[config.mk]
export PLATFORM = sky130hd
export DESIGN_NAME = v_pipe_update_cmp_pl_flat
export DESIGN_NICKNAME = d
export VERILOG_FILES = /design/src/rtl/v_pipe_update_cmp_pl_if.sv /design/src/rtl/v_pipe_update_cmp_pl.sv /design/src/flat_wrapper.sv
export SDC_FILE = /design/constraint.sdc
export NUM_CORES = 1
export LEC_CHECK = 0
export CAP_MARGIN = 30
export CORE_UTILIZATION = 48
export DETAILED_ROUTE_END_ITERATION = 16
export PLACE_DENSITY = 0.78
export SLEW_MARGIN = 10
export SYNTH_ARGS = -nofsm -noshare
export SYNTH_HDL_FRONTEND = slang
export SYNTH_SLANG_ARGS = --single-unit
[constraint.sdc]
create_clock -name clk -period 13.1 [get_ports clk]
set_input_delay 2.62 -clock clk [delete_from_list [all_inputs] [get_ports clk]]
set_output_delay 2.62 -clock clk [all_outputs]
set_load 0.01 [all_outputs]
[src/rtl/v_pipe_update_cmp_pl_if.sv]
// Command/result bundle for the two-stage update comparator.
// Handshake: a command transfers on a rising edge with i_vld & o_rdy, and a result transfers with o_vld & i_rdy.
// A sender holds its payload stable from asserting valid until the transfer.
interface v_pipe_update_cmp_pl_if #(
    parameter int ENTRIES_N = 16,
    parameter int KEY_W     = 32
);
    localparam int POS_W = $clog2(ENTRIES_N + 1);

    logic                       i_vld;
    logic                       o_rdy;
    logic                       i_is_bid;
    logic [KEY_W-1:0]           i_key;
    logic [ENTRIES_N-1:0]       i_stcur_vld;
    logic [ENTRIES_N*KEY_W-1:0] i_stcur_keys;
    logic                       i_flush;
    logic                       o_vld;
    logic                       i_rdy;
    logic                       o_hit;
    logic                       o_full;
    logic                       o_empty;
    logic [ENTRIES_N-1:0]       o_sel;
    logic [ENTRIES_N-1:0]       o_mask;
    logic [POS_W-1:0]           o_pos;
    logic [POS_W-1:0]           o_cnt;
    logic                       o_err_dup;

    modport slave (
        input  i_vld, i_is_bid, i_key, i_stcur_vld, i_stcur_keys, i_flush, i_rdy,
        output o_rdy, o_vld, o_hit, o_full, o_empty, o_sel, o_mask, o_pos, o_cnt, o_err_dup
    );

    modport master (
        output i_vld, i_is_bid, i_key, i_stcur_vld, i_stcur_keys, i_flush, i_rdy,
        input  o_rdy, o_vld, o_hit, o_full, o_empty, o_sel, o_mask, o_pos, o_cnt, o_err_dup
    );
endinterface

[src/rtl/v_pipe_update_cmp_pl.sv]
// Two-stage update comparator: S1 captures the command and table snapshot.
// S2 registers the match, mask and position results that drive every output.
module v_pipe_update_cmp_pl #(
    parameter int ENTRIES_N = 16,
    parameter int KEY_W     = 32
) (
    input  logic                  clk,
    input  logic                  arst_n,
    v_pipe_update_cmp_pl_if.slave bus
);
    localparam int POS_W = $clog2(ENTRIES_N + 1);

    logic                       s1_vld;
    logic                       s2_vld;
    logic                       s1_adv;
    logic                       s2_adv;
    logic                       accept;

    logic                       s1_is_bid;
    logic [KEY_W-1:0]           s1_key;
    logic [ENTRIES_N-1:0]       s1_stvld;
    logic [ENTRIES_N*KEY_W-1:0] s1_keys;

    logic [ENTRIES_N-1:0]       sel_c;
    logic [ENTRIES_N-1:0]       mask_c;
    logic [POS_W-1:0]           pos_c;
    logic [POS_W-1:0]           cnt_c;
    logic [POS_W-1:0]           sel_cnt_c;

    logic                       s2_hit;
    logic                       s2_full;
    logic                       s2_empty;
    logic [ENTRIES_N-1:0]       s2_sel;
    logic [ENTRIES_N-1:0]       s2_mask;
    logic [POS_W-1:0]           s2_pos;
    logic [POS_W-1:0]           s2_cnt;
    logic                       s2_err;

    function automatic logic [POS_W-1:0] popcnt(input logic [ENTRIES_N-1:0] v);
        logic [POS_W-1:0] n;
        n = '0;
        for (int i = 0; i < ENTRIES_N; i++) begin
            n = n + POS_W'(v[i]);
        end
        return n;
    endfunction

    assign s2_adv     = !s2_vld || bus.i_rdy;
    assign s1_adv     = !s1_vld || s2_adv;
    assign bus.o_rdy  = s1_adv && !bus.i_flush;
    assign accept     = bus.i_vld && bus.o_rdy;

    // Flush wins over stall: both stages empty on the next edge regardless of i_rdy.
    always_ff @(posedge clk or negedge arst_n) begin
        if (!arst_n) begin
            s1_vld <= 1'b0;
            s2_vld <= 1'b0;
        end else if (bus.i_flush) begin
            s1_vld <= 1'b0;
            s2_vld <= 1'b0;
        end else begin
            if (s1_adv) s1_vld <= bus.i_vld;
            if (s2_adv) s2_vld <= s1_vld;
        end
    end

    always_ff @(posedge clk) begin
        if (accept) begin
            s1_is_bid <= bus.i_is_bid;
            s1_key    <= bus.i_key;
            s1_stvld  <= bus.i_stcur_vld;
            s1_keys   <= bus.i_stcur_keys;
        end
    end

    always_comb begin
        sel_c  = '0;
        mask_c = '0;
        for (int i = 0; i < ENTRIES_N; i++) begin
            sel_c[i]  = s1_stvld[i] && (s1_keys[i*KEY_W +: KEY_W] == s1_key);
            mask_c[i] = s1_stvld[i] && (s1_is_bid ? (s1_keys[i*KEY_W +: KEY_W] >= s1_key)
                                                  : (s1_keys[i*KEY_W +: KEY_W] <= s1_key));
        end
    end

    // Entries strictly better than the key: insert slot on a miss, match slot on a hit.
    assign pos_c     = popcnt(mask_c & ~sel_c);
    assign cnt_c     = popcnt(s1_stvld);
    assign sel_cnt_c = popcnt(sel_c);

    always_ff @(posedge clk or negedge arst_n) begin
        if (!arst_n) begin
            s2_hit   <= 1'b0;
            s2_full  <= 1'b0;
            s2_empty <= 1'b0;
            s2_sel   <= '0;
            s2_mask  <= '0;
            s2_pos   <= '0;
            s2_cnt   <= '0;
            s2_err   <= 1'b0;
        end else if (s2_adv && s1_vld && !bus.i_flush) begin
            s2_hit   <= |sel_c;
            s2_full  <= &s1_stvld;
            s2_empty <= ~|s1_stvld;
            s2_sel   <= sel_c;
            s2_mask  <= mask_c;
            s2_pos   <= pos_c;
            s2_cnt   <= cnt_c;
            s2_err   <= sel_cnt_c > POS_W'(1);
        end
    end

    assign bus.o_vld     = s2_vld;
    assign bus.o_hit     = s2_hit;
    assign bus.o_full    = s2_full;
    assign bus.o_empty   = s2_empty;
    assign bus.o_sel     = s2_sel;
    assign bus.o_mask    = s2_mask;
    assign bus.o_pos     = s2_pos;
    assign bus.o_cnt     = s2_cnt;
    assign bus.o_err_dup = s2_err;

`ifndef SYNTHESIS
    a_vld_contig: assert property (@(posedge clk) disable iff (!arst_n)
        accept |-> ((bus.i_stcur_vld & (bus.i_stcur_vld + ENTRIES_N'(1))) == '0));

    a_sel_onehot: assert property (@(posedge clk) disable iff (!arst_n)
        (bus.o_vld && !bus.o_err_dup) |-> $onehot0(bus.o_sel));

    a_stall_stable: assert property (@(posedge clk) disable iff (!arst_n)
        (bus.o_vld && !bus.i_rdy && !bus.i_flush) |=>
        (bus.o_vld && $stable(bus.o_hit) && $stable(bus.o_full) && $stable(bus.o_empty) &&
         $stable(bus.o_sel) && $stable(bus.o_mask) && $stable(bus.o_pos) &&
         $stable(bus.o_cnt) && $stable(bus.o_err_dup)));
`endif
endmodule

[src/flat_wrapper.sv]
// flat-port wrapper written by rule: the top's interface ports become plain ports
module v_pipe_update_cmp_pl_flat 
#(
    parameter int ENTRIES_N = 16,
    parameter int KEY_W     = 32
)
  (clk, arst_n, bus_i_vld, bus_i_is_bid, bus_i_key, bus_i_stcur_vld, bus_i_stcur_keys, bus_i_flush, bus_i_rdy, bus_o_rdy, bus_o_vld, bus_o_hit, bus_o_full, bus_o_empty, bus_o_sel, bus_o_mask, bus_o_pos, bus_o_cnt, bus_o_err_dup);
  v_pipe_update_cmp_pl_if #(.ENTRIES_N(ENTRIES_N), .KEY_W(KEY_W)) bus_i ();
  input  logic clk;
  input  logic arst_n;
  input wire logic [$bits(bus_i.i_vld)-1:0] bus_i_vld;
  input wire logic [$bits(bus_i.i_is_bid)-1:0] bus_i_is_bid;
  input wire logic [$bits(bus_i.i_key)-1:0] bus_i_key;
  input wire logic [$bits(bus_i.i_stcur_vld)-1:0] bus_i_stcur_vld;
  input wire logic [$bits(bus_i.i_stcur_keys)-1:0] bus_i_stcur_keys;
  input wire logic [$bits(bus_i.i_flush)-1:0] bus_i_flush;
  input wire logic [$bits(bus_i.i_rdy)-1:0] bus_i_rdy;
  output wire logic [$bits(bus_i.o_rdy)-1:0] bus_o_rdy;
  output wire logic [$bits(bus_i.o_vld)-1:0] bus_o_vld;
  output wire logic [$bits(bus_i.o_hit)-1:0] bus_o_hit;
  output wire logic [$bits(bus_i.o_full)-1:0] bus_o_full;
  output wire logic [$bits(bus_i.o_empty)-1:0] bus_o_empty;
  output wire logic [$bits(bus_i.o_sel)-1:0] bus_o_sel;
  output wire logic [$bits(bus_i.o_mask)-1:0] bus_o_mask;
  output wire logic [$bits(bus_i.o_pos)-1:0] bus_o_pos;
  output wire logic [$bits(bus_i.o_cnt)-1:0] bus_o_cnt;
  output wire logic [$bits(bus_i.o_err_dup)-1:0] bus_o_err_dup;
  assign bus_i.i_vld = bus_i_vld;
  assign bus_i.i_is_bid = bus_i_is_bid;
  assign bus_i.i_key = bus_i_key;
  assign bus_i.i_stcur_vld = bus_i_stcur_vld;
  assign bus_i.i_stcur_keys = bus_i_stcur_keys;
  assign bus_i.i_flush = bus_i_flush;
  assign bus_i.i_rdy = bus_i_rdy;
  assign bus_o_rdy = bus_i.o_rdy;
  assign bus_o_vld = bus_i.o_vld;
  assign bus_o_hit = bus_i.o_hit;
  assign bus_o_full = bus_i.o_full;
  assign bus_o_empty = bus_i.o_empty;
  assign bus_o_sel = bus_i.o_sel;
  assign bus_o_mask = bus_i.o_mask;
  assign bus_o_pos = bus_i.o_pos;
  assign bus_o_cnt = bus_i.o_cnt;
  assign bus_o_err_dup = bus_i.o_err_dup;
  v_pipe_update_cmp_pl #(.ENTRIES_N(ENTRIES_N), .KEY_W(KEY_W)) u_core (.clk(clk), .arst_n(arst_n), .bus(bus_i));
endmodule
==> summary.md <==
| Metric | Value |
|---|---|
| Number of antenna violations at the first check in global routing | `10` |
| Primary flip-flop cell chosen by synthesis mapping | `sky130_fd_sc_hd__edfxtp_1` |
| Setup repair after global routing missed its margin | `no` |
| Top cell types by occurrence after synthesis | `sky130_fd_sc_hd__edfxtp_1 (561), sky130_fd_sc_hd__ha_1 (532), sky130_fd_sc_hd__a21oi_1 (207), sky130_fd_sc_hd__nand2_1 (148), sky130_fd_sc_hd__nand4_1 (121)` |
| Ratio of routed vias to standard cells | `approximately 5.9` |
| Number of H-tree levels | `3` |
| Final Hold Viols | `0` |
| Number of resized instances in the post-cts repair step | `0` |
| Mapped Nets | `3434` |
| Post-synthesis cell area | `31600 um2` |
| Clock tree from TritonCTS | `yes` |
| Gr usage total | `a little under a third` |
| Core outline area | `approximately 65000 um2` |
| Most used standard cell by instance count after synthesis | `sky130_fd_sc_hd__edfxtp_1` |
| Area share of the largest cell type after synthesis | `between 50% and 60%` |
| Power density relative to cell area | `120 nW/um2` |
| Number of distinct library cells after synthesis | `50` |
| HPWL reported at the end of detailed placement | `79700 um` |
| Setup TNS | `0 ps` |
| Number of setup violations in the final report | `0` |
| Global-route wire length before repair | `about 150000 um` |
| WP data required | `13590 ps` |
| Worst setup path startpoint | `u_core.s1_key[29]` |
| Vias after detailed routing | `around 23000` |
| Register area share after synthesis | `about 57%` |
| Hold depth | `2` |
| Worst reg2reg endpoint | `u_core.bus.o_pos[4]` |
| Worst min-delay path startpoint | `u_core.bus.o_sel[13]` |
| # Post-CTS Setup Buffers | `0` |
| Number of design rule violations left after detail routing | `0` |
| Post-detailed-placement cell area | `39000 um2` |
| Source of the worst register-to-register timing path | `u_core.s1_key[29]` |
| Via count of the first global-routing pass | `~24000` |
| Die ar. | `66800 um2` |
| Worst-Skew Late Latency | `610 ps` |
| Count of port buffers added during placement | `a little over 600` |
| Headroom to the max-slew limit | `between 20% and 30%` |
| CP delay by family, top | `adder cells` |
| Post-route standard cell area excluding fillers | `41200 um2` |
| Num Clock Sinks | `between 600 and 700` |
| Total I/O pin count | `roughly 610` |
| CP Data Arrival Time | `8040 ps` |
| Final Slew Violations | `0` |
| Total of warnings raised by yosys | `0` |
| Worst path max stage delay | `950 ps` |
| Post-detailed-routing wire length | `roughly 100000 um` |
| Number of flops mapped to enable cells by yosys | `561` |
| Pin count of the biggest net entering global routing | `184` |
| CP bufs+invs | `2` |
| Cells after synthesis | `~2300` |
| Shortest clock period the worst path allows after layout | `7540 ps` |
| Fmax achieved | `between 100 and 150 MHz` |
| Fraction of layout cells with a size suffix above 1 | `between 4 and 5%` |
| Post-Synthesis Mean Instance Area | `13.7 um2` |
| Die span in y | `~260 um` |
| Outcome | `completed` |
| Least-Margin Pin Slew | `around 1200 ps` |
| Highest fanout seen on the critical path | `16` |
| Worst Setup Slack, final | `between 5000 and 6000 ps` |
| Top area cells in the synthesized netlist | `sky130_fd_sc_hd__edfxtp_1 (53%), sky130_fd_sc_hd__ha_1 (21%), sky130_fd_sc_hd__dfrtp_1 (3.8%)` |
| Nature of the critical path startpoint | `register` |
| Total gr overflow | `0` |
| DR iter-0 viols | `2013` |
| Final weighted congestion in routability-driven placement | `0.965` |
| Static leakage power | `between 0.015 and 0.02 uW` |
| Total Nets Final | `a little over 4000` |
| FF-to-FF setup slack | `about 5600 ps` |
| Skew final | `around 18 ps` |
| CTS Buf Count | `67` |
| Fin crit share | `a little under three fifths` |
| Worst Hold Class | `reg2reg` |
| Starting density of the core | `48.8%` |
| Count of max-cap constraint violations | `0` |
| Flip-flop and latch count after synthesis | `between 600 and 700` |
| Count of antenna-violating nets left after detailed routing | `0` |
| Most frequent cell on the critical path | `sky130_fd_sc_hd__fa_1` |
| Area growth from synthesis to layout | `30.5%` |
| Number of iterations in the first detailed-routing pass | `5` |
| Clock slew seen by the registers of the worst setup and hold paths | `~60 ps` |
| Maximum ir drop on the vdd rail | `0.101 mV` |
| Worst hold slack across all endpoints | `a little under 500 ps` |
| Routed wire per std cell | `26.4 um` |
| CTS hold repair buffers | `0` |
| Final non-filler cell total | `around 3900` |
| Worst setup path category | `reg2reg` |
| Logic depth of the worst register-to-register path | `18` |
| Library cell with the largest summed area after synthesis | `sky130_fd_sc_hd__edfxtp_1` |
| Critical-path top delay cell | `sky130_fd_sc_hd__nor3_1` |
| Setup WS pre-CTS | `about 5700 ps` |
| Cell-by-cell listing of the critical path | `inv_1 -> ha_1 -> nand4_1 -> nor3_1 -> o21ai_0 -> and3b_1 -> xnor2_1 -> or3_1 -> fa_1 -> fa_1 -> fa_1 -> inv_1 -> fa_1 -> fa_1 -> fa_1 -> a21oi_1 -> nor2_1 -> a22o_1` |
| Largest buffer count on any clock path | `3` |
| Clock root buffer | `sky130_fd_sc_hd__clkbuf_16` |
| Placed cells | `about 3800` |
| Worst Setup End Kind | `register` |
| Worst-case hold path end point | `u_core.bus.o_sel[13]` |
| Overall die width | `about 260 um` |
| Number of standard-cell rows in the floorplan | `93` |
| Synth async-reset ratio | `under 10%` |
layout make-up:
type                            count  area [um2]
Antenna cell                        8        20.0
Clock buffer                       88        1840
Clock inverter                     27         310
Fill cell                        4880       23500
Inverter                          107         402
Multi-Input combinational cell   1575       13100
Sequential cell                   609       18000
Tap cell                          855        1070
Timing Repair Buffer              647        6450
per-stage QoR:
stage / total power [uW] / util, %
after floorplan: 2690 / -
after global placement: 3050 / 60.3
after detailed placement: 3090 / 60.3
after CTS: 4980 / 63.6
after global routing: 5130 / 63.7
final: 4970 / 63.7
metal layers:
metal	GRT usage [%]	up-vias	share of wire [%]
met5	0	-	0
met4	17.5	0	6.0
met3	5.13	257	6.8
met2	51.4	1051	49
met1	37.3	11300	39
li1	-	10500	-
sequential cells by signal (all words and copies together), names as in the netlist, 5 cells and up:
| name | cells |
|---|---|
| u_core.bus.o_cnt | 5 |
| u_core.bus.o_pos | 5 |
| u_core.bus.o_sel | 16 |
| u_core.s1_keys | 512 |
| u_core.bus.o_mask | 16 |
| u_core.s1_key | 32 |
| u_core.s1_stvld | 16 |
worst register-to-register path: stages (launching register included):
cell and delay [ps]:
sky130_fd_sc_hd__edfxtp_1 360, sky130_fd_sc_hd__inv_1 620, sky130_fd_sc_hd__ha_1 260, sky130_fd_sc_hd__nand4_1 210, sky130_fd_sc_hd__nor3_1 950, sky130_fd_sc_hd__o21ai_0 630, sky130_fd_sc_hd__and3b_1 420, sky130_fd_sc_hd__xnor2_1 130
sky130_fd_sc_hd__or3_1 390, sky130_fd_sc_hd__fa_1 540, sky130_fd_sc_hd__fa_1 520, sky130_fd_sc_hd__fa_1 540, sky130_fd_sc_hd__inv_1 60, sky130_fd_sc_hd__fa_1 510, sky130_fd_sc_hd__fa_1 470, sky130_fd_sc_hd__fa_1 420
sky130_fd_sc_hd__a21oi_1 150, sky130_fd_sc_hd__nor2_1 60, sky130_fd_sc_hd__a22o_1 200
placed cells by master (no fill, tap or decap), drive strengths merged, types with 5 or more instances in the layout:
master | netlist | layout
and3 | 20 | 20
buf | 4 | 35
a21o | 67 | 67
nand4 | 121 | 121
clkdlybuf4s50 | 0 | 612
and4 | 13 | 13
ha | 532 | 532
a211oi | 28 | 28
nor2 | 45 | 45
nand2 | 148 | 148
nor2b | 19 | 19
fa | 30 | 30
dfrtp | 48 | 48
diode | 0 | 8
nand3 | 78 | 78
or4b | 13 | 13
bufinv | 0 | 7
nor4 | 28 | 28
xnor2 | 5 | 5
xor2 | 15 | 15
inv | 107 | 109
edfxtp | 561 | 561
o21ai | 63 | 63
o211ai | 25 | 25
nor3 | 40 | 40
clkinv | 0 | 18
a221oi | 17 | 17
clkbuf | 11 | 88
mux2i | 14 | 14
a21oi | 207 | 207
a21boi | 13 | 13
and2 | 8 | 8
worst max path at each step:
stage,endpoint,slack (ps),cells after the start
final,u_core.bus.o_pos[4],5560,18
after global routing,u_core.bus.o_pos[4],5470,18
after CTS,u_core.bus.o_pos[4],5740,18
after detailed placement,u_core.bus.o_pos[4],5750,18
after global placement,u_core.bus.o_pos[4],5840,18
after floorplan,u_core.s1_is_bid,2760,3
kinds of logic after synthesis:
group	Yosys count	share of synthesized area, %
buf+inv	122	1.48
xor+xnor	20	0.555
simple gates	548	9.18
mux	14	0.444
compound gates	431	8.24
fa+ha+maj	562	23.0
flops	609	57.1
report_power, final:
group	leakage, uW	switching, uW	total [uW]	internal [uW]
Combinational	0.00967	390	765	375
Clock	0.00105	781	1910	1130
Sequential	0.00589	52.6	2290	2240
Total	0.0166	1220	4970	3740
Note: power is estimated with default switching activity, not from simulation.
